**src/rtl/mux4_rr_arbiter_pkg.sv**
```systemverilog
// Shared types and helpers for the four-way round-robin mux arbiter.
package mux4_rr_arbiter_pkg;

  localparam int N_REQ = 4;

  typedef enum logic {
    ST_IDLE  = 1'b0,
    ST_GRANT = 1'b1
  } state_e;

  function automatic logic [N_REQ-1:0] to_onehot(input logic [1:0] idx);
    logic [N_REQ-1:0] oh;
    oh      = '0;
    oh[idx] = 1'b1;
    return oh;
  endfunction

endpackage

```
**src/rtl/mux4_rr_arbiter_if.sv**
```systemverilog
// Request/grant bundle between the four requesters and the arbiter.
interface mux4_rr_arbiter_if;
  import mux4_rr_arbiter_pkg::*;

  logic [N_REQ-1:0] req;
  logic [N_REQ-1:0] gnt;
  logic [1:0]       sel;
  logic             busy;
  logic             timeout;

  modport master (output req, input gnt, sel, busy, timeout);
  modport slave  (input req, output gnt, sel, busy, timeout);
endinterface

```
**src/rtl/mux4_rr_arbiter_rr_pick4.sv**
```systemverilog
// Combinational round-robin picker: first set req bit after 'last', wrapping.
module rr_pick4
  import mux4_rr_arbiter_pkg::*;
(
  input  logic [N_REQ-1:0] req,
  input  logic [1:0]       last,
  output logic [1:0]       idx,
  output logic             vld
);

  logic [1:0] cand;

  // Walk from lowest to highest priority so the nearest requester after
  // 'last' overwrites everything else; offset 4 is 'last' itself.
  always_comb begin
    idx  = last;
    vld  = 1'b0;
    cand = last;
    for (int i = N_REQ; i >= 1; i--) begin
      cand = last + 2'(i);
      if (req[cand]) begin
        idx = cand;
        vld = 1'b1;
      end
    end
  end

endmodule

```
**src/rtl/mux4_rr_arbiter.sv**
```systemverilog
// Round-robin owner of a shared mux4_1: registered one-hot grant, mux select,
// bounded hold time and a one-cycle idle bubble between owners.
module mux4_rr_arbiter
  import mux4_rr_arbiter_pkg::*;
#(
  parameter int MAX_HOLD = 8,
  parameter int HOLD_W   = 4
) (
  input  logic             clk,
  input  logic             reset,
  mux4_rr_arbiter_if.slave bus
);

  localparam logic [HOLD_W-1:0] HOLD_LAST =
    (MAX_HOLD == 0) ? '0 : HOLD_W'(MAX_HOLD - 1);

  state_e            state;
  logic [N_REQ-1:0]  gnt_q;
  logic [1:0]        sel_q;
  logic              busy_q;
  logic              timeout_q;
  logic [HOLD_W-1:0] cnt;
  logic [1:0]        last;

  logic [1:0]        pick_idx;
  logic              pick_vld;

  rr_pick4 u_pick (
    .req  (bus.req),
    .last (last),
    .idx  (pick_idx),
    .vld  (pick_vld)
  );

  always_ff @(posedge clk or posedge reset) begin
    if (reset) begin
      state     <= ST_IDLE;
      gnt_q     <= '0;
      sel_q     <= 2'b00;
      busy_q    <= 1'b0;
      timeout_q <= 1'b0;
      cnt       <= '0;
      last      <= 2'd3;
    end else begin
      timeout_q <= 1'b0;
      case (state)
        ST_IDLE: begin
          // sel is left alone while idle so the mux output does not move
          if (pick_vld) begin
            gnt_q  <= to_onehot(pick_idx);
            sel_q  <= pick_idx;
            busy_q <= 1'b1;
            cnt    <= '0;
            state  <= ST_GRANT;
          end
        end
        ST_GRANT: begin
          // Voluntary release takes precedence over the hold timeout
          if (!bus.req[sel_q]) begin
            gnt_q  <= '0;
            busy_q <= 1'b0;
            last   <= sel_q;
            state  <= ST_IDLE;
          end else if (MAX_HOLD != 0 && cnt == HOLD_LAST) begin
            gnt_q     <= '0;
            busy_q    <= 1'b0;
            last      <= sel_q;
            timeout_q <= 1'b1;
            state     <= ST_IDLE;
          end else if (cnt != '1) begin
            cnt <= cnt + 1'b1;
          end
        end
        default: state <= ST_IDLE;
      endcase
    end
  end

  assign bus.gnt     = gnt_q;
  assign bus.sel     = sel_q;
  assign bus.busy    = busy_q;
  assign bus.timeout = timeout_q;

endmodule

```
**src/flat_wrapper.sv**
```systemverilog
// flat-port wrapper written by rule: the top's interface ports become plain ports
module mux4_rr_arbiter_flat import mux4_rr_arbiter_pkg::*;
#(
  parameter int MAX_HOLD = 8,
  parameter int HOLD_W   = 4
)
  (clk, reset, bus_req, bus_gnt, bus_sel, bus_busy, bus_timeout);
  mux4_rr_arbiter_if bus_i ();
  input  logic clk;
  input  logic reset;
  input wire logic [$bits(bus_i.req)-1:0] bus_req;
  output wire logic [$bits(bus_i.gnt)-1:0] bus_gnt;
  output wire logic [$bits(bus_i.sel)-1:0] bus_sel;
  output wire logic [$bits(bus_i.busy)-1:0] bus_busy;
  output wire logic [$bits(bus_i.timeout)-1:0] bus_timeout;
  assign bus_i.req = bus_req;
  assign bus_gnt = bus_i.gnt;
  assign bus_sel = bus_i.sel;
  assign bus_busy = bus_i.busy;
  assign bus_timeout = bus_i.timeout;
  mux4_rr_arbiter #(.MAX_HOLD(MAX_HOLD), .HOLD_W(HOLD_W)) u_core (.clk(clk), .reset(reset), .bus(bus_i));
endmodule
```
**config.mk**
```make
export PLATFORM = sky130hd
export DESIGN_NAME = mux4_rr_arbiter_flat
export DESIGN_NICKNAME = d
export VERILOG_FILES = /design/src/rtl/mux4_rr_arbiter_pkg.sv /design/src/rtl/mux4_rr_arbiter_if.sv /design/src/rtl/mux4_rr_arbiter_rr_pick4.sv /design/src/rtl/mux4_rr_arbiter.sv /design/src/flat_wrapper.sv
export SDC_FILE = /design/constraint.sdc
export NUM_CORES = 1
export LEC_CHECK = 0
export BUFFER_PORTS_ARGS = -buffer_cell sky130_fd_sc_hd__buf_2
export CAP_MARGIN = 20
export CORE_MARGIN = 2
export CORE_UTILIZATION = 57
export CTS_BUF_LIST = sky130_fd_sc_hd__clkbuf_8
export CTS_CLUSTER_DIAMETER = 120
export CTS_CLUSTER_SIZE = 10
export DETAILED_ROUTE_END_ITERATION = 6
export MAX_ROUTING_LAYER = met4
export PLACE_DENSITY = 0.85
export SYNTH_ARGS = -nofsm -noshare
export SYNTH_HDL_FRONTEND = slang
export SYNTH_SLANG_ARGS = --single-unit
```
**constraint.sdc**
```tcl
create_clock -name clk -period 1.65 [get_ports clk]
set_input_delay 0.0825 -clock clk [delete_from_list [all_inputs] [get_ports clk]]
set_output_delay 0.0825 -clock clk [all_outputs]
set_load 0.05 [all_outputs]
```
-- After elaboration in Yosys (flattened, before gate mapping)
Index checks and enable logic that the tools add are counted.
- add/sub/neg operators: 4
- multiply operators: 0
- divide/modulo/power cells: 0
- magnitude comparators: 7
- eq/ne operators: 8
- shift-type cells: 0
- mux-type cells: 41
- bitwise operators: 1
- reductions and logical operators: 5
- operators with widths (cell ; number):
    two-way mux 4 bit ; 7
    two-way mux 1 bit ; 19
    < comparator 2 x 3 -> 1 bit (second input constant) ; 6
    case mux 4 bit (2 select lines) ; 2
    binary-select mux 1 bit (select 2 bit) ; 5
    two-way mux 2 bit ; 5
    != test 2 bit (second input constant) ; 4
    AND reduction 2 bit ; 3
    adder 2 bit (second input constant) ; 2
    adder 4 x 1 -> 4 bit (second input constant) ; 1
    equality test 4 x 3 -> 1 bit (second input constant) ; 1
    != test 4 bit (second input constant) ; 1
    case mux 1 bit (2 select lines) ; 2
    AND reduction 4 bit ; 1
    != test 3 bit (second input constant) ; 1
    adder 2 x 1 -> 2 bit (second input constant) ; 1
    demux 1 bit (select 2 bit) ; 1
    >= comparator 2 x 1 -> 1 bit (second input constant) ; 1
    != test 2 x 1 -> 1 bit (second input constant) ; 1
    logical AND 1 bit ; 1
    inverter 1 bit ; 1
- register bits after elaboration: 15
- bits in latches: 0
- RAM bits: 0
- memory bits (read-only): 0
- input port bits: 6
- output and inout port bits: 8
- logic and storage cells: 73
- memories kept: 0

-- Depth between registers and ports, before layout
- word-level depth: 12
- gate-level depth with buffers: 6
- mapped depth without buffers: 5

-- By module
From an unflattened synthesis, not the netlist that was laid out.
- cell total of the unflattened synthesis: 84
- area total of the unflattened synthesis: 834.6 sq um
- modules (own cells, without submodules) (module ; times used ; cells each ; area an instance (sq um) ; sequential area each (sq um)):
    mux4_rr_arbiter ; 1 ; 70 ; 752.0 ; 377.9
    rr_pick4 ; 1 ; 14 ; 82.6 ; 0.0

-- Worst setup path before layout
No wires, ideal clock.
- path type: reg-to-reg
- from: reg u_core.sel_q[1] (netlist: u_core.bus.sel[1])
- to: reg u_core.cnt[2]
- library setup time: 0.119 ns
- arrival time: 1.662 ns
- data required time: 1.531 ns
- setup slack: -0.131 ns
- stages on the path, launching flop included: 4
- buffers on the path: 0
- clock period less this slack: 1.781 ns
- cells stage by stage: dfrtp_1 -> mux4_2 -> and3_2 -> o21a_1
- longest elaborated chain between the ends: 4
- ends and longest elaborated chain (what ; RTL line ; source):
    start, declared ; mux4_rr_arbiter.sv:19 ; logic [1:0] sel_q;
    start signal, assigned ; mux4_rr_arbiter.sv:51 ; sel_q <= pick_idx;
    binary-select mux 1 bit (select 2 bit) ; mux4_rr_arbiter.sv:59 ; if (!bus.req[sel_q]) begin
    two-way mux 1 bit (implied by the code) ; mux4_rr_arbiter.sv:59 ;
    != test 2 bit (no source line) ; -- ;
    AND reduction 4 bit (no source line) ; -- ;
    end signal, assigned ; mux4_rr_arbiter.sv:71 ; cnt <= cnt + 1'b1;
    end, declared ; mux4_rr_arbiter.sv:22 ; logic [HOLD_W-1:0] cnt;
Every way passes these cells. The select of a mux whose other input is x is not followed.
A chain may end at the register's enable or synchronous reset.

-- Worst setup path in the final report
- from: reg u_core.sel_q[1] (netlist: u_core.bus.sel[1])
- to: reg u_core.gnt_q[3] (netlist: u_core.bus.gnt[3])
- longest elaborated chain between the ends: 4
- elaborated cells between the ends (all ways): 6
- those cells by class: eq/ne (1); mux (4); reduce/logical (1)
- ends and longest elaborated chain (what ; RTL line ; source):
    binary-select mux 1 bit (select 2 bit) * ; mux4_rr_arbiter.sv:59 ;
    two-way mux 1 bit (implied by the code) * ; mux4_rr_arbiter.sv:59 ;
    two-way mux 4 bit / != test 3 bit (equally long branches) ; -- ;
    case mux 4 bit (2 select lines) / AND reduction 2 bit (equally long branches) ; -- ;
    end signal, assigned ; mux4_rr_arbiter.sv:50 ; gnt_q <= to_onehot(pick_idx);
    end, declared ; mux4_rr_arbiter.sv:18 ; logic [N_REQ-1:0] gnt_q;
Mark *: on every way between the ends. The rest lies on a longest branch, timed or not. The select of a mux whose other input is x is not followed.

==> impl_metrics.csv <==
group,metric,value,unit
outcome,status,"complete, no violations",
logic_synthesis,synth_largest_area_cell,"dfrtp_1",
placed_design,dp_slack,0.125,ns
power_and_ir_drop,ir_worst_vdd,1.17,mV
placed_design,hpwl,1260,microns
power_and_ir_drop,clockPowerShare,15.3,%
sta,hold_viol_final,0,
die,die_area,1830,sq um
power_and_ir_drop,p_leak,0.457,nW
final_layout,drive_gt1_share,25.2,%
logic_synthesis,ys_dominant_reg_cell,"dfrtp_1",
clock_network,cts_buffer_depth,2,
clock_network,clock_sinks,15,
placed_design,gp_congestion,0.849,
sta,clock.fmax,650,MHz
power_and_ir_drop,p_int,0.00102,W
clock_network,cts_root_buffer,"clkbuf_8",
worst_setup_path,crit_type,"flop to flop",
clock_network,cts.reportedPaths.clkPinSlew,0.06,ns
global_route,gr-total-overflow,0,
sta,worst_slew_pin_slew,0.567,ns
final_layout,fillerInstances,104,
logic_synthesis,synthCells,90,
clock_network,cts_tree,"done",
worst_setup_path,crit_fanout,10,
clock_network,ctsHoldBuffers,1,
route,vias,748,
logic_synthesis,synth_common_cells,"dfrtp_1, nand2_1, o21ai_0",
route,routed_wl,1810,microns
power_and_ir_drop,power_density,2040,nW/um^2
placed_design,io_buffers,13,
worst_setup_path,start_kind,"flop",
route,wl_met2,890,microns
route,drc,0,
logic_synthesis,ys_types,38,
final_layout,stdcell_count,118,
global_route,track_usage,23.0,%
logic_synthesis,synth_top_area_share,38.1,%
power_and_ir_drop,power.total,0.00197,W
clock_network,h-tree-depth,1,
sta,skew,0.00285,ns
sta,maxSlewHeadroom,62.1,%
power_and_ir_drop,p_seq_share,35.2,%
die,fp.dieW,42.7,microns
route,wl_met1,791,microns
logic_synthesis,syn_area_per_cell,9.50,sq um
clock_network,post_cts_buffers,0,
hold_path,worst_hold_path_type,"primary input to flop",
logic_synthesis,synthesis.area,855,sq um
sta,setup_viol,0,
die,die_y,42.7,microns
final_layout,final_nets,111,
die,io_pins,14,
run,maxCapViolations,0,
final_layout,areaGrowthSynthToFinish,13.2,%
logic_synthesis,synth-seq-cells,15,
final_layout,diodes,0,
route,drt_first_iter_violations,24,
logic_synthesis,synth_area_leaders,"dfrtp_1, dfstp_2, o21ai_0, nand2_1, inv_1",
logic_synthesis,yosys.cell_count.top_type,"dfrtp_1",
sta,finalMaxSlewViolations,0,
logic_synthesis,synth_edf_count,0,
route,wl_met3,113,microns
sta,period_needed,1.54,ns
clock_network,post_cts_resize_count,0,
route,drtAntennaViolNets,0,
global_route,grt_pass1_wl,3150,microns
route,drt-wirelength-per-cell,15.3,microns
logic_synthesis,yosysSeqAreaShare,44.2,%
global_route,grt_pass1_vias,711,
route,avgViaCountPerCell,6.34,
logic_synthesis,syn_nets,97,
worst_setup_path,end_kind,"flop",
power_and_ir_drop,pwr-share-comb,49.5,%
power_and_ir_drop,p_sw_share,48.2,%
logic_synthesis,async_reset_ff_share,100,%
worst_setup_path,critPathRequiredTime,1.76,ns
logic_synthesis,yosys_warnings,0,
clock_network,insertion_delay,0.25,ns
power_and_ir_drop,p_sw,0.000948,W
sta,rsz0062_at_grt,"false",
worst_setup_path,crit_arrival,1.65,ns
global_route,antenna_found_initial,0,
sta,final.setup.worst_slack,0.111,ns
sta,tns,0,ns
die,rows,13,
route,maxUsedRoutingLayer,"met4",
die,design.core.area,1350,sq um
placed_design,placed_cells,113,
clock_network,cts-buffers-inserted,3,
route,first_pass_iters,4,
sta,timing.final.crit_share,93.3,%
die,initial_core_util,63.3,%
global_route,grt_max_degree,17,
[cell families (layout without fill, tap and decap cells)]
family,count (synthesis),after routing,synth area share [%]
buffers and inverters,12,25,6.44
DFF,15,15,44.2
and+or+nand+nor,26,26,16.0
adders and majority gates,1,1,1.46
muxes,4,4,6.30
AOI/OAI and AO/OA,32,32,25.6
[cells in the final DEF (no fill, tap or decap), types with 2 or more instances in the layout]
cell type,count
dfstp_2,2
o22ai_1,3
nand2b_1,2
nor2_1,3
clkbuf_8,3
buf_2,13
o21ai_0,9
dfrtp_1,12
mux2i_1,2
a31oi_1,2
inv_1,7
or2b_1,2
a21oi_1,4
nand2_1,12
a21o_1,2
[metrics by stage]
stage	instance area [sq um]	util (%)	hold WS (ns)
after CTS	967	71.6	0.173
after detailed placement	911	67.5	0.168
after floorplan	856	-	-0.0175
after global routing	967	71.6	0.201
after global placement	911	67.5	0.150
final	967	71.6	0.178
[layer usage]
| metal | up-vias | GRT usage (%) |
|---|---|---|
| met2 | 35 | 37.3 |
| met5 | - | - |
| met3 | 2 | 2.13 |
| met4 | 0 | 10.0 |
| met1 | 356 | 29.2 |
| li1 | 355 | - |
[cell type report]
type	instances	area (sq um)	share of cell area (%)
Tap cell	15	18.8	1.94
Clock buffer	3	41.3	4.27
Sequential cell	15	379	39.2
Inverter	7	26.3	2.72
Clock inverter	1	5.00	0.517
Multi-Input combinational cell	63	422	43.6
Timing Repair Buffer	14	75.1	7.76
[registers in the layout, summed over array words and instances, names as in the netlist]
register,flops
u_core.bus.sel,2
u_core.bus.busy,1
u_core.cnt,4
u_core.last,2
u_core.state,1
u_core.bus.gnt,4
u_core.bus.timeout,1
[power groups by stage]
stage / registers (W) / clock network [W] / logic, W
after CTS: 0.000690 / 0.000303 / 0.000975
after global placement: 0.000678 / 0 / 0.000934
after floorplan: 0.000898 / 0 / 0.000550
after global routing: 0.000723 / 0.000315 / 0.00105
after detailed placement: 0.000695 / 0 / 0.000964
final: 0.000693 / 0.000302 / 0.000974
[worst max-delay path: stages, from the launching register on]
cell     delay [ns]
dfrtp_2        0.40
mux4_2         0.57
a21oi_4        0.30
o22ai_1        0.14
[path summary, 6_finish.rpt]
kind,start,end,slack (ns),depth (start not counted)
setup / recovery,u_core.bus.sel[1]$_DFFE_PP0P_,u_core.bus.gnt[3]$_DFFE_PP0P_,0.11,3
hold / removal,bus_req[0],u_core.bus.gnt[0]$_DFFE_PP0P_,0.18,3
setup reg to reg,u_core.bus.sel[1]$_DFFE_PP0P_,u_core.bus.gnt[3]$_DFFE_PP0P_,0.11,3
hold reg to reg,u_core.cnt[3]$_DFFE_PP0P_,u_core.cnt[3]$_DFFE_PP0P_,0.51,1
max in group asynchronous,reset,u_core.bus.sel[1]$_DFFE_PP0P_,0.82,3
min in group asynchronous,reset,u_core.bus.sel[0]$_DFFE_PP0P_,0.43,3
No activity file was read; power rests on OpenSTA's default activity.
